`src/rtl/keypad_encoder.sv`:
```
// Scans a 4x4 active-low keypad, debounces whole scan frames and drives a key code plus
// level pressed flag. Optional auto-repeat is enabled by defining KEYPAD_REPEAT_EN.
module keypad_encoder #(
    parameter int SCAN_DIV       = 1000,
    parameter int DEBOUNCE_SCANS = 4,
    parameter int REPEAT_DELAY   = 500,
    parameter int REPEAT_RATE    = 100
) (
    input  logic       clock,
    input  logic       reset,
    output logic [3:0] col,
    input  logic [3:0] row,
    output logic [3:0] button,
    output logic       is_pressed
);
    localparam int DIV_W = (SCAN_DIV > 1) ? $clog2(SCAN_DIV) : 1;
    localparam int CNT_W = $clog2(DEBOUNCE_SCANS + 1);

    typedef enum logic [1:0] {IDLE, PRESS_PEND, HELD, RELEASE_PEND} state_t;

    state_t           state, state_next;
    logic [DIV_W-1:0] div_cnt;
    logic [1:0]       col_idx;
    logic             sample, frame_end;
    logic [1:0]       acc_hits, frame_hits;
    logic [3:0]       acc_key, frame_key, col_key;
    logic [2:0]       row_hits;
    logic             frame_none, frame_single, frame_multi;
    logic [3:0]       cand, cand_next, button_next;
    logic [CNT_W-1:0] cnt, cnt_next, cnt_inc;
    logic             held_now, held_next, pressed_next, rep_fire;

    function automatic logic [3:0] key_map(input logic [1:0] r, input logic [1:0] c);
        logic [3:0] code;
        case ({r, c})
            4'h0: code = 4'h1;  4'h1: code = 4'h2;  4'h2: code = 4'h3;  4'h3: code = 4'hA;
            4'h4: code = 4'h4;  4'h5: code = 4'h5;  4'h6: code = 4'h6;  4'h7: code = 4'hB;
            4'h8: code = 4'h7;  4'h9: code = 4'h8;  4'hA: code = 4'h9;  4'hB: code = 4'hC;
            4'hC: code = 4'hF;  4'hD: code = 4'h0;  4'hE: code = 4'hE;  default: code = 4'hD;
        endcase
        return code;
    endfunction

    assign sample    = (div_cnt == DIV_W'(SCAN_DIV - 1));
    assign frame_end = sample && (col_idx == 2'd3);
    assign col       = ~(4'b0001 << col_idx);

    always_ff @(posedge clock or posedge reset) begin
        if (reset) begin
            div_cnt <= '0;
            col_idx <= 2'd0;
        end else if (sample) begin
            div_cnt <= '0;
            col_idx <= col_idx + 2'd1;
        end else begin
            div_cnt <= div_cnt + DIV_W'(1);
        end
    end

    // Contacts are summed across the frame (saturating at 2) so MULTI spans columns too.
    always_comb begin
        row_hits = 3'd0;
        col_key  = 4'h0;
        for (int r = 3; r >= 0; r--) begin
            if (!row[r]) begin
                row_hits = row_hits + 3'd1;
                col_key  = key_map(2'(r), col_idx);
            end
        end
        frame_hits = ((3'(acc_hits) + row_hits) >= 3'd2) ? 2'd2 : 2'(3'(acc_hits) + row_hits);
        frame_key  = (acc_hits == 2'd0) ? col_key : acc_key;
    end

    assign frame_none   = (frame_hits == 2'd0);
    assign frame_single = (frame_hits == 2'd1);
    assign frame_multi  = (frame_hits == 2'd2);

    always_ff @(posedge clock or posedge reset) begin
        if (reset) begin
            acc_hits <= 2'd0;
            acc_key  <= 4'h0;
        end else if (frame_end) begin
            acc_hits <= 2'd0;
            acc_key  <= 4'h0;
        end else if (sample) begin
            acc_hits <= frame_hits;
            acc_key  <= frame_key;
        end
    end

    always_ff @(posedge clock or posedge reset) begin
        if (reset) begin
            state      <= IDLE;
            cand       <= 4'h0;
            cnt        <= '0;
            button     <= 4'h0;
            is_pressed <= 1'b0;
        end else begin
            state      <= state_next;
            cand       <= cand_next;
            cnt        <= cnt_next;
            button     <= button_next;
            is_pressed <= pressed_next;
        end
    end

    assign cnt_inc = (cnt == CNT_W'(DEBOUNCE_SCANS)) ? cnt : cnt + CNT_W'(1);

    always_comb begin
        state_next  = state;
        cand_next   = cand;
        cnt_next    = cnt;
        button_next = button;
        if (frame_end && !frame_multi) begin
            unique case (state)
                IDLE: begin
                    if (frame_single) begin
                        cand_next = frame_key;
                        cnt_next  = CNT_W'(1);
                        if (DEBOUNCE_SCANS <= 1) begin
                            button_next = frame_key;
                            state_next  = HELD;
                        end else begin
                            state_next  = PRESS_PEND;
                        end
                    end
                end
                PRESS_PEND: begin
                    if (frame_none) begin
                        state_next = IDLE;
                    end else if (frame_key == cand) begin
                        cnt_next = cnt_inc;
                        if (cnt_inc == CNT_W'(DEBOUNCE_SCANS)) begin
                            button_next = cand;
                            state_next  = HELD;
                        end
                    end else begin
                        cand_next = frame_key;
                        cnt_next  = CNT_W'(1);
                    end
                end
                HELD: begin
                    if (frame_none || frame_key != button) begin
                        cnt_next   = CNT_W'(1);
                        state_next = (DEBOUNCE_SCANS <= 1) ? IDLE : RELEASE_PEND;
                    end
                end
                RELEASE_PEND: begin
                    if (frame_single && frame_key == button) begin
                        state_next = HELD;
                    end else begin
                        cnt_next = cnt_inc;
                        if (cnt_inc == CNT_W'(DEBOUNCE_SCANS))
                            state_next = IDLE;
                    end
                end
            endcase
        end
    end

    // The flag rises one cycle after acceptance but falls on the releasing frame end itself.
    always_comb begin
        held_now     = (state == HELD) || (state == RELEASE_PEND);
        held_next    = (state_next == HELD) || (state_next == RELEASE_PEND);
        pressed_next = held_now && held_next && !rep_fire;
    end

`ifdef KEYPAD_REPEAT_EN
    localparam int REP_MAX = (REPEAT_DELAY > REPEAT_RATE) ? REPEAT_DELAY : REPEAT_RATE;
    localparam int REP_W   = $clog2(REP_MAX + 1);

    logic [REP_W-1:0] rep_cnt, rep_inc;
    logic             rep_phase, rep_step;

    assign rep_step = frame_end && (state == HELD) && frame_single && (frame_key == button);
    assign rep_inc  = rep_cnt + REP_W'(1);
    assign rep_fire = rep_step &&
                      (rep_inc == (rep_phase ? REP_W'(REPEAT_RATE) : REP_W'(REPEAT_DELAY)));

    always_ff @(posedge clock or posedge reset) begin
        if (reset) begin
            rep_cnt   <= '0;
            rep_phase <= 1'b0;
        end else if (state_next == IDLE) begin
            rep_cnt   <= '0;
            rep_phase <= 1'b0;
        end else if (rep_fire) begin
            rep_cnt   <= '0;
            rep_phase <= 1'b1;
        end else if (rep_step) begin
            rep_cnt   <= rep_inc;
        end
    end
`else
    logic unused_repeat_cfg;
    assign unused_repeat_cfg = REPEAT_DELAY[0] ^ REPEAT_RATE[0];
    assign rep_fire          = 1'b0;
`endif
endmodule
```
`config.mk`:
```
export PLATFORM = sky130hd
export DESIGN_NAME = keypad_encoder
export DESIGN_NICKNAME = d
export VERILOG_FILES = /design/src/rtl/keypad_encoder.sv
export SDC_FILE = /design/constraint.sdc
export NUM_CORES = 1
export LEC_CHECK = 0
export CAP_MARGIN = 20
export CELL_PAD_IN_SITES_DETAIL_PLACEMENT = 0
export CELL_PAD_IN_SITES_GLOBAL_PLACEMENT = 1
export CORE_ASPECT_RATIO = 2
export CORE_UTILIZATION = 45
export DETAILED_ROUTE_END_ITERATION = 10
export GPL_TIMING_DRIVEN = 0
export PLACE_DENSITY = 0.75
export SYNTH_ARGS = -nofsm -noshare
export SYNTH_HDL_FRONTEND = slang
export SYNTH_SLANG_ARGS = --single-unit
```
`constraint.sdc`:
```
create_clock -name clock -period 3.61 [get_ports clock]
set_input_delay 0.9025 -clock clock [delete_from_list [all_inputs] [get_ports clock]]
set_output_delay 0.9025 -clock clock [all_outputs]
set_load 0.02 [all_outputs]
```
======== Word level (Yosys, flattened, before mapping) ========
Index checks and enable logic that the tools add are counted.
cells by class
  add/subtract/negate cells ............... 7
  magnitude comparators ................... 1
  bitwise operators ....................... 2
  equality and inequality tests ........... 21
  shifts and indexed selects .............. 1
  reductions and logical operators ........ 17
  muxes and demuxes ....................... 39
operator list
  kind                                                                   number
  4-bit one-hot mux with 4 select lines                                  3
  4-bit two-way mux                                                      10
  3-bit two-way mux                                                      9
  2-bit two-way mux                                                      11
  5-bit AND reduction                                                    3
  2-bit equality test, second input constant                             7
  3-bit by 1-bit adder with 3-bit output, second input constant          4
  3-bit one-hot mux with 4 select lines                                  1
  4-bit one-hot mux with 3 select lines                                  1
  10-bit by 1-bit adder with 10-bit output, second input constant        1
  10-bit equality test, second input constant                            1
  10-bit two-way mux                                                     1
  2-bit inequality test, second input constant                           5
  4-bit equality test                                                    2
  2-bit logical NOT                                                      4
  2-bit one-hot mux with 4 select lines                                  1
  4-bit one-hot mux with 2 select lines                                  1
  2-bit by 1-bit equality test with 1-bit output, second input constant  3
  3-bit equality test, second input constant                             2
  1-bit logical AND                                                      4
  4-bit inequality test                                                  1
  4-bit NOT                                                              1
  2-bit nonzero test                                                     2
  1-bit by 2-bit << shifter with 4-bit output, first input constant      1
  7 further kinds                                                        9
storage, ports and cells
  output and inout bits ................... 9
  logic and storage cells ................. 97
  register bits after elaboration ......... 32

======== Logic depth before layout (Yosys ltp) ========
  word-level depth ........................ 18
  depth in mapped cells ................... 13
  depth with buffers taken out ............ 13

======== Least setup slack after synthesis ========
No wires, ideal clock.
  path kind ............................... input to register
  start ................................... in row[2]
  end ..................................... reg button[0]
  slack ................................... -449 ps
  stages .................................. 12
  data required time ...................... 3,485 ps
  arrival ................................. 3,935 ps
  path through ............................ inv_1 > ha_1 > xnor2_1 > ha_1 > mux2_2 > fa_1 > xnor3_1 > nor2b_1 > and3_1 > nand2_1 > nor4b_4 > mux2_2
on the way
  cells in the longest elaborated chain, start to end .. 12
  elaborated cells on any way between the ends .. 19
  classes of those cells .................. 3 x add/sub; 1 x order compare; 2 x eq/ne; 8 x mux; 1 x bitwise; 4 x reduce/logical
ends and longest elaborated chain
  what                                            RTL line  RTL
  start, declared                                 12        input logic [3:0] row,
  3-bit two-way mux                               65        if (!row[r]) begin
  3-bit by 1-bit adder with 3-bit output          66        row_hits = row_hits + 3'd1;
  3-bit two-way mux                               65
  3-bit by 1-bit adder with 3-bit output          66
  3-bit two-way mux                               65
  2-bit by 3-bit adder with 3-bit output          70        frame_hits = ((3'(acc_hits) + row_hits) >= 3'd2) ? 2'd2 : 2'(3'(acc_hits) + row_hits);
  3-bit by 2-bit >= comparator with 1-bit output  70
  2-bit two-way mux                               70
  2-bit equality test                             76        assign frame_multi = (frame_hits == 2'd2);
  1-bit logical NOT                               114       if (frame_end && !frame_multi) begin
  1-bit logical AND                               114
  5-bit AND reduction (no source line) *          n/a
  end signal, assigned                            102       button <= button_next;
  end, declared                                   13        output logic [3:0] button,
Mark *: on every way between the ends. The rest lies on a longest branch, timed or not.
A chain may end at the register's enable or synchronous reset.

======== Worst setup path after layout ========
Ends and elaborated chain as after synthesis.

==> run_results.csv <==
group,metric,value,unit
outcome,outcome,"finished, final reports clean",
timing,fmax,283,MHz
route,drc,0,
timing,setup-tns-final,0,ns
timing,fin_hold_ws,0.480,ns
clock_tree,clock-sinks,32,
yosys,avgSynthCellArea,9.63,um2
cells_and_area,drive_gt1_frac,0.200,
clock_tree,cts_tree,"yes",
timing,finalCriticalPeriod,3.54,ns
die,io_pins,15,
worst_setup_path,slowest_stage,"fa_2",
placed_design,placedCellCount,281,
cells_and_area,postLayoutCellArea,2550,um2
timing,clock_skew,0.0109,ns
yosys,synth_top_area_frac,0.390,
yosys,yosys.area.top_type,"dfrtp_1",
clock_tree,cts_made_buffers,5,
worst_setup_path,max_stage_delay,0.33,ns
die,die_area,4850,um2
pwr,pwr-share-comb,0.130,
yosys,syn_area,2050,um2
yosys,yosysSeqAreaShare,0.390,
grt,grt_pass1_wl,8.31,mm
route,routedWlPerCell,16.3,um
timing,finalSetupViolCount,0,
grt,grt_use_total,0.226,
cells_and_area,area.growth.synth_to_final,24.5,%
grt,grt_max_degree,21,
pwr,p_switching,184,uW
route,viasPerCell,5.71,
route,drtIter0Drc,25,
pwr,fin_total_pwr,799,uW
timing,hold_viol_final,0,
clock_tree,cts_root_buf,"clkbuf_8",
pwr,power_per_cell_area,313,nW/um2
yosys,yosysWarnings,0,
pwr,p_int,616,uW
placed_design,globalplace.congestion,0.803,
cells_and_area,nets,257,
pwr,seqPwrFrac,0.448,
grt,grt_pass1_vias,1789,
yosys,synthArstFlopShare,1.00,
worst_setup_path,crit_family,"adder cells",
die,core.rowCount,34,
run,maxCapViolCount,0,
yosys,synth_edf_count,0,
yosys,synth_ff_type,"dfrtp_1",
yosys,synth_cell_types,51,
route,first_pass_iters,4,
grt,antenna_found_initial,0,
worst_setup_path,critPathBufInv,3,
route,routed_wl,4.78,mm
min_path,min_path_type,"register to register",
die,initial_core_util,0.473,
worst_setup_path,cp.required,3.78,ns
grt,grt_overflow_total,0,
yosys,ys_seq_elements,32,
worst_setup_path,path_cells,"buf_12, inv_12, ha_4, xnor2_4, ha_4, mux2_4, fa_2, xnor3_1, nor2b_4, and3_4, nand2_4, nor4b_4, buf_4, mux2_4",
worst_setup_path,arrival,3.70,ns
yosys,synth_cells,213,
pwr,swShare,0.230,
timing,slew_headroom,0.382,
yosys,synthTopCellsByArea,"dfrtp_1 39%, ha_1 6.7%, o21ai_0 3.9%",
route,ant_nets,0,
pwr,leakagePower,1.15,nW
yosys,syn_nets,231,
cells_and_area,fin_cells,294,
timing,worstMarginPinSlew,0.915,ns
timing,final_max_slew_viol_count,0,
worst_setup_path,end_kind,"register",
die,die_h,97.5,um
clock_tree,clk_path_buf_depth,2,
clock_tree,htreeDepth,2,
timing,rsz0062_at_grt,"true",
pwr,ir_drop,0.000294,V
pwr,clkPwrFrac,0.422,
clock_tree,clkTransAtPathRegs,0.06,ns
placed_design,place_area,2350,um2
die,core,4340,um2
worst_setup_path,cp-start-kind,"input port",
placed_design,dp_hpwl,3.63,mm
worst_setup_path,crit_fanout,5,
clock_tree,clk-insertion-delay-late,0.29,ns
cells_and_area,diodes,0,
route,vias,1678,
timing,post-route-period-util,0.979,
placed_design,port_buffers,13,
worst_setup_path,worst-setup-path-type,"input port to register",
worst_setup_path,r2r_slack,0.39,ns
die,die_x,49.7,um
-- worst reg2reg max path, stage by stage, from the launching register on --
cell and delay (ns):
dfrtp_1 0.38, inv_1 0.10, ha_1 0.34, or3b_2 0.48, a21oi_1 0.25, o22ai_1 0.17
xnor2_1 0.21, o41ai_1 0.85, nand4_1 0.17, o211a_1 0.17
-- synth_stat cells (all sizes together) (3+ instances only) --
master / instances
a21oi: 10
and2: 4
and3: 5
buf: 3
dfrtp: 32
ha: 11
inv: 15
mux2: 7
nand2: 19
nand2b: 3
nand3: 8
nand3b: 4
nand4: 4
nor2: 10
nor2b: 5
nor3: 4
o21ai: 16
o31ai: 3
or2: 3
xnor2: 7
xor2: 6
-- flip-flops by register name, summed over array words and instances, names as in the netlist --
signal / flops
acc_key: 4
is_pressed: 1
cnt: 3
acc_hits: 2
div_cnt: 10
state: 2
col_idx: 2
cand: 4
button: 4
-- final cells by class --
type,count,area [um2]
buffer,5,31.3
fill,391,1790
clock inverter,2,35.0
multi-input combinational,161,1270
inverter,15,71.3
timing repair buffer,19,206
tap,54,67.6
sequential,32,801
clock buffer,6,72.6
-- worst paths after layout --
check	startpoint	end	depth (start not counted)
max	row[2]	button[0]$_DFFE_PP0P_	14
min	div_cnt[0]$_DFF_PP0_	div_cnt[0]$_DFF_PP0_	1
max reg2reg	col_idx[0]$_DFFE_PP0N_	cnt[0]$_DFFE_PP0P_	9
min reg2reg	div_cnt[0]$_DFF_PP0_	div_cnt[0]$_DFF_PP0_	1
max in group asynchronous	reset	col_idx[1]$_DFFE_PP0N_	3
min in group asynchronous	reset	cand[1]$_DFFE_PP0P_	2
-- cell families after synthesis --
family	synth area share
fa+ha+maj	0.0769
flops	0.390
compound gates	0.163
buf+inv	0.0427
mux	0.0433
xor+xnor	0.0665
simple gates	0.217
-- routing by layer --
metal,track usage,vias up,share of wire
met5,0,-,0
met4,0.101,0,0.032
met2,0.426,26,0.57
met3,0.0297,11,0.018
met1,0.234,833,0.38
li1,-,808,-
-- cell usage in the layout (no fill, tap or decap), drive strengths merged, types with 3 or more instances in the layout --
cell type and instances:
a21oi 10, and2 4, and3 5, buf 11, clkbuf 8, clkdlybuf4s50 10
dfrtp 32, ha 11, inv 15, mux2 7, nand2 19, nand2b 3
nand3 8, nand3b 4, nand4 4, nor2 10, nor2b 5, nor3 4
o21ai 16, o31ai 3, or2 3, xnor2 7, xor2 6
-- metrics by stage --
stage          worst slack (ns)   util
4_1_cts                 0.00527  0.574
3_3_place_gp              -1.05  0.536
3_5_place_dp              -1.12  0.542
2_1_floorplan           -0.0392      -
5_1_grt                 -0.0143  0.588
6_report                 0.0745  0.588
-- repair_timing --
item / CTS / global route
pin swaps: 1 / 2
hold endpoints to repair: 0 / 0
gates resized for setup: 13 / 12
setup endpoints to repair: 14 / 7
buffers inserted: 4 / 1
hold buffers: 0 / 0
-- power by group through the flow --
stage / clock network (mW) / logic (mW) / registers [mW]
after floorplan: 0 / 0.0622 / 0.365
after global placement: 0 / 0.0804 / 0.365
after detailed placement: 0 / 0.0880 / 0.365
after CTS: 0.347 / 0.0969 / 0.358
after global routing: 0.359 / 0.113 / 0.358
final: 0.337 / 0.104 / 0.358
Power figures use the tool's default switching activity.
==> edit (same flow settings) <==
The 4 states of `state_t` get a one-hot encoding in 4 bits.
--- a/src/rtl/keypad_encoder.sv
+++ b/src/rtl/keypad_encoder.sv
@@ -16,7 +16,7 @@
     localparam int DIV_W = (SCAN_DIV > 1) ? $clog2(SCAN_DIV) : 1;
     localparam int CNT_W = $clog2(DEBOUNCE_SCANS + 1);
 
-    typedef enum logic [1:0] {IDLE, PRESS_PEND, HELD, RELEASE_PEND} state_t;
+    typedef enum logic [3:0] {IDLE = 4'b0001, PRESS_PEND = 4'b0010, HELD = 4'b0100, RELEASE_PEND = 4'b1000} state_t;
 
     state_t           state, state_next;
     logic [DIV_W-1:0] div_cnt;
Function: no difference found for any inputs over 10 cycles, from zero or initial values and one cycle with reset high; not proved beyond that.
==> edit against the original RTL <==
Setup slack got worse by 0.0016 ns. Sequential cell count rose by 2. Utilization down 2.3 points. Cell area grew 6.8%. First-iteration DRC count up 20%. Total power grew 2.5%. Register-to-register slack gained 0.03 ns. Routed wire length increased by 10%. Synthesized area is 9.2% higher. Sequential share of layout area decreased by 0.11 points. Critical endpoint is now cand[1]$_DFFE_PP0P_. Largest power group unchanged.
==> edit: results <==
{
  "nClkBuffers": 5,
  "synthTopCellsByArea": "dfrtp_1 (37%), ha_1 (6.7%), mux2_2 (5.0%)",
  "finClkSkew_ns": 0.00386,
  "r2r_slack_ns": 0.42,
  "wl_met1_um": 1970,
  "synth_compound_area_share_pct": 17.0,
  "synthXorXnorAreaFrac_pct": 7.26,
  "ys_seq_elements": 34,
  "drive_above_1_share_pct": 21.3,
  "wl_um": 5260,
  "cp-startpoint": "row[3]",
  "stdcell_count": 325,
  "grt_antenna_before_repair": 0,
  "bufAreaShareNonClock_pct": 8.63,
  "vias": 1835,
  "synthMuxAreaShare_pct": 5.47,
  "dp_cells": 310,
  "clock_area_share_pct": 2.89,
  "status": "complete, no violations",
  "wl_met2_um": 3020,
  "synth-seq-area-share_pct": 38.0,
  "fillCellCount": 457,
  "seq-cell-share_pct": 31.3,
  "place_congestion": 0.776,
  "nets": 287,
  "reg2reg_depth": 10,
  "peakVddDrop_uv": 295,
  "buffers_excl_clock": 27,
  "synth-adder-area-share_pct": 7.60,
  "track_usage_pct": 23.5,
  "multi_input_gates": 183,
  "cp_slowest_cell": "mux2_2",
  "syn_inst": 239,
  "inverters": 17,
  "synth.net_count": 258,
  "crit_end": "cand[1]$_DFFE_PP0P_",
  "dp_hpwl_um": 4010,
  "wl_met3_um": 89,
  "multi_input_area_share_pct": 52.2,
  "drt_iter0_drc": 30,
  "crit_path_max_incr_delay_ns": 0.36,
  "grt_first_pass_wirelength_um": 8870
}
[edit: kinds of logic after synthesis]
logic type	count (synthesis)
buf+inv	22
xor+xnor	17
simple gates	89
flops	34
mux	11
compound gates	53
fa+ha+maj	13
[edit: how the worst min path moves through the flow]
stage / start / end / slack, ns / depth (start not counted)
2_1_floorplan: div_cnt[9]$_DFF_PP0_ / div_cnt[9]$_DFF_PP0_ / 0.45 / 1
3_3_place_gp: acc_key[0]$_DFFE_PP0P_ / acc_key[0]$_DFFE_PP0P_ / 0.47 / 2
3_5_place_dp: acc_key[0]$_DFFE_PP0P_ / acc_key[0]$_DFFE_PP0P_ / 0.47 / 2
4_1_cts: acc_key[0]$_DFFE_PP0P_ / acc_key[0]$_DFFE_PP0P_ / 0.49 / 2
5_1_grt: div_cnt[0]$_DFF_PP0_ / div_cnt[0]$_DFF_PP0_ / 0.53 / 1
6_report: acc_key[0]$_DFFE_PP0P_ / acc_key[0]$_DFFE_PP0P_ / 0.48 / 2
[edit: layer usage]
metal / track usage [%] / vias up
met4: 13.1 / 0
met5: 0 / -
met2: 43.9 / 26
met1: 23.7 / 892
li1: - / 906
met3: 3.15 / 11
[edit: what timing repair did]
item,CTS,global route
resized for setup,18,13
pin swaps,7,3
hold buffers,0,0
hold endpoints to repair,0,0
setup buffers,7,1
cloned,0,0
endpoints found under the setup margin,16,14
[edit: stage by stage]
stage,cell area [um2],setup WS (ns),setup TNS (ns)
floorplan,2290,0.0440,0
global placement,2490,-0.984,-13.78
detailed placement,2520,-1.08,-14.21
CTS,2680,0.0287,0
global route,2730,-0.0146,-0.0146
finish,2730,0.0730,0
[edit: report_power, final]
group	total (W)	switching, W	internal (W)
clock network	0.000265	0.000136	0.000129
registers	0.000392	0.00000654	0.000385
logic	0.000163	0.0000896	0.0000732
total	0.000819	0.000232	0.000588
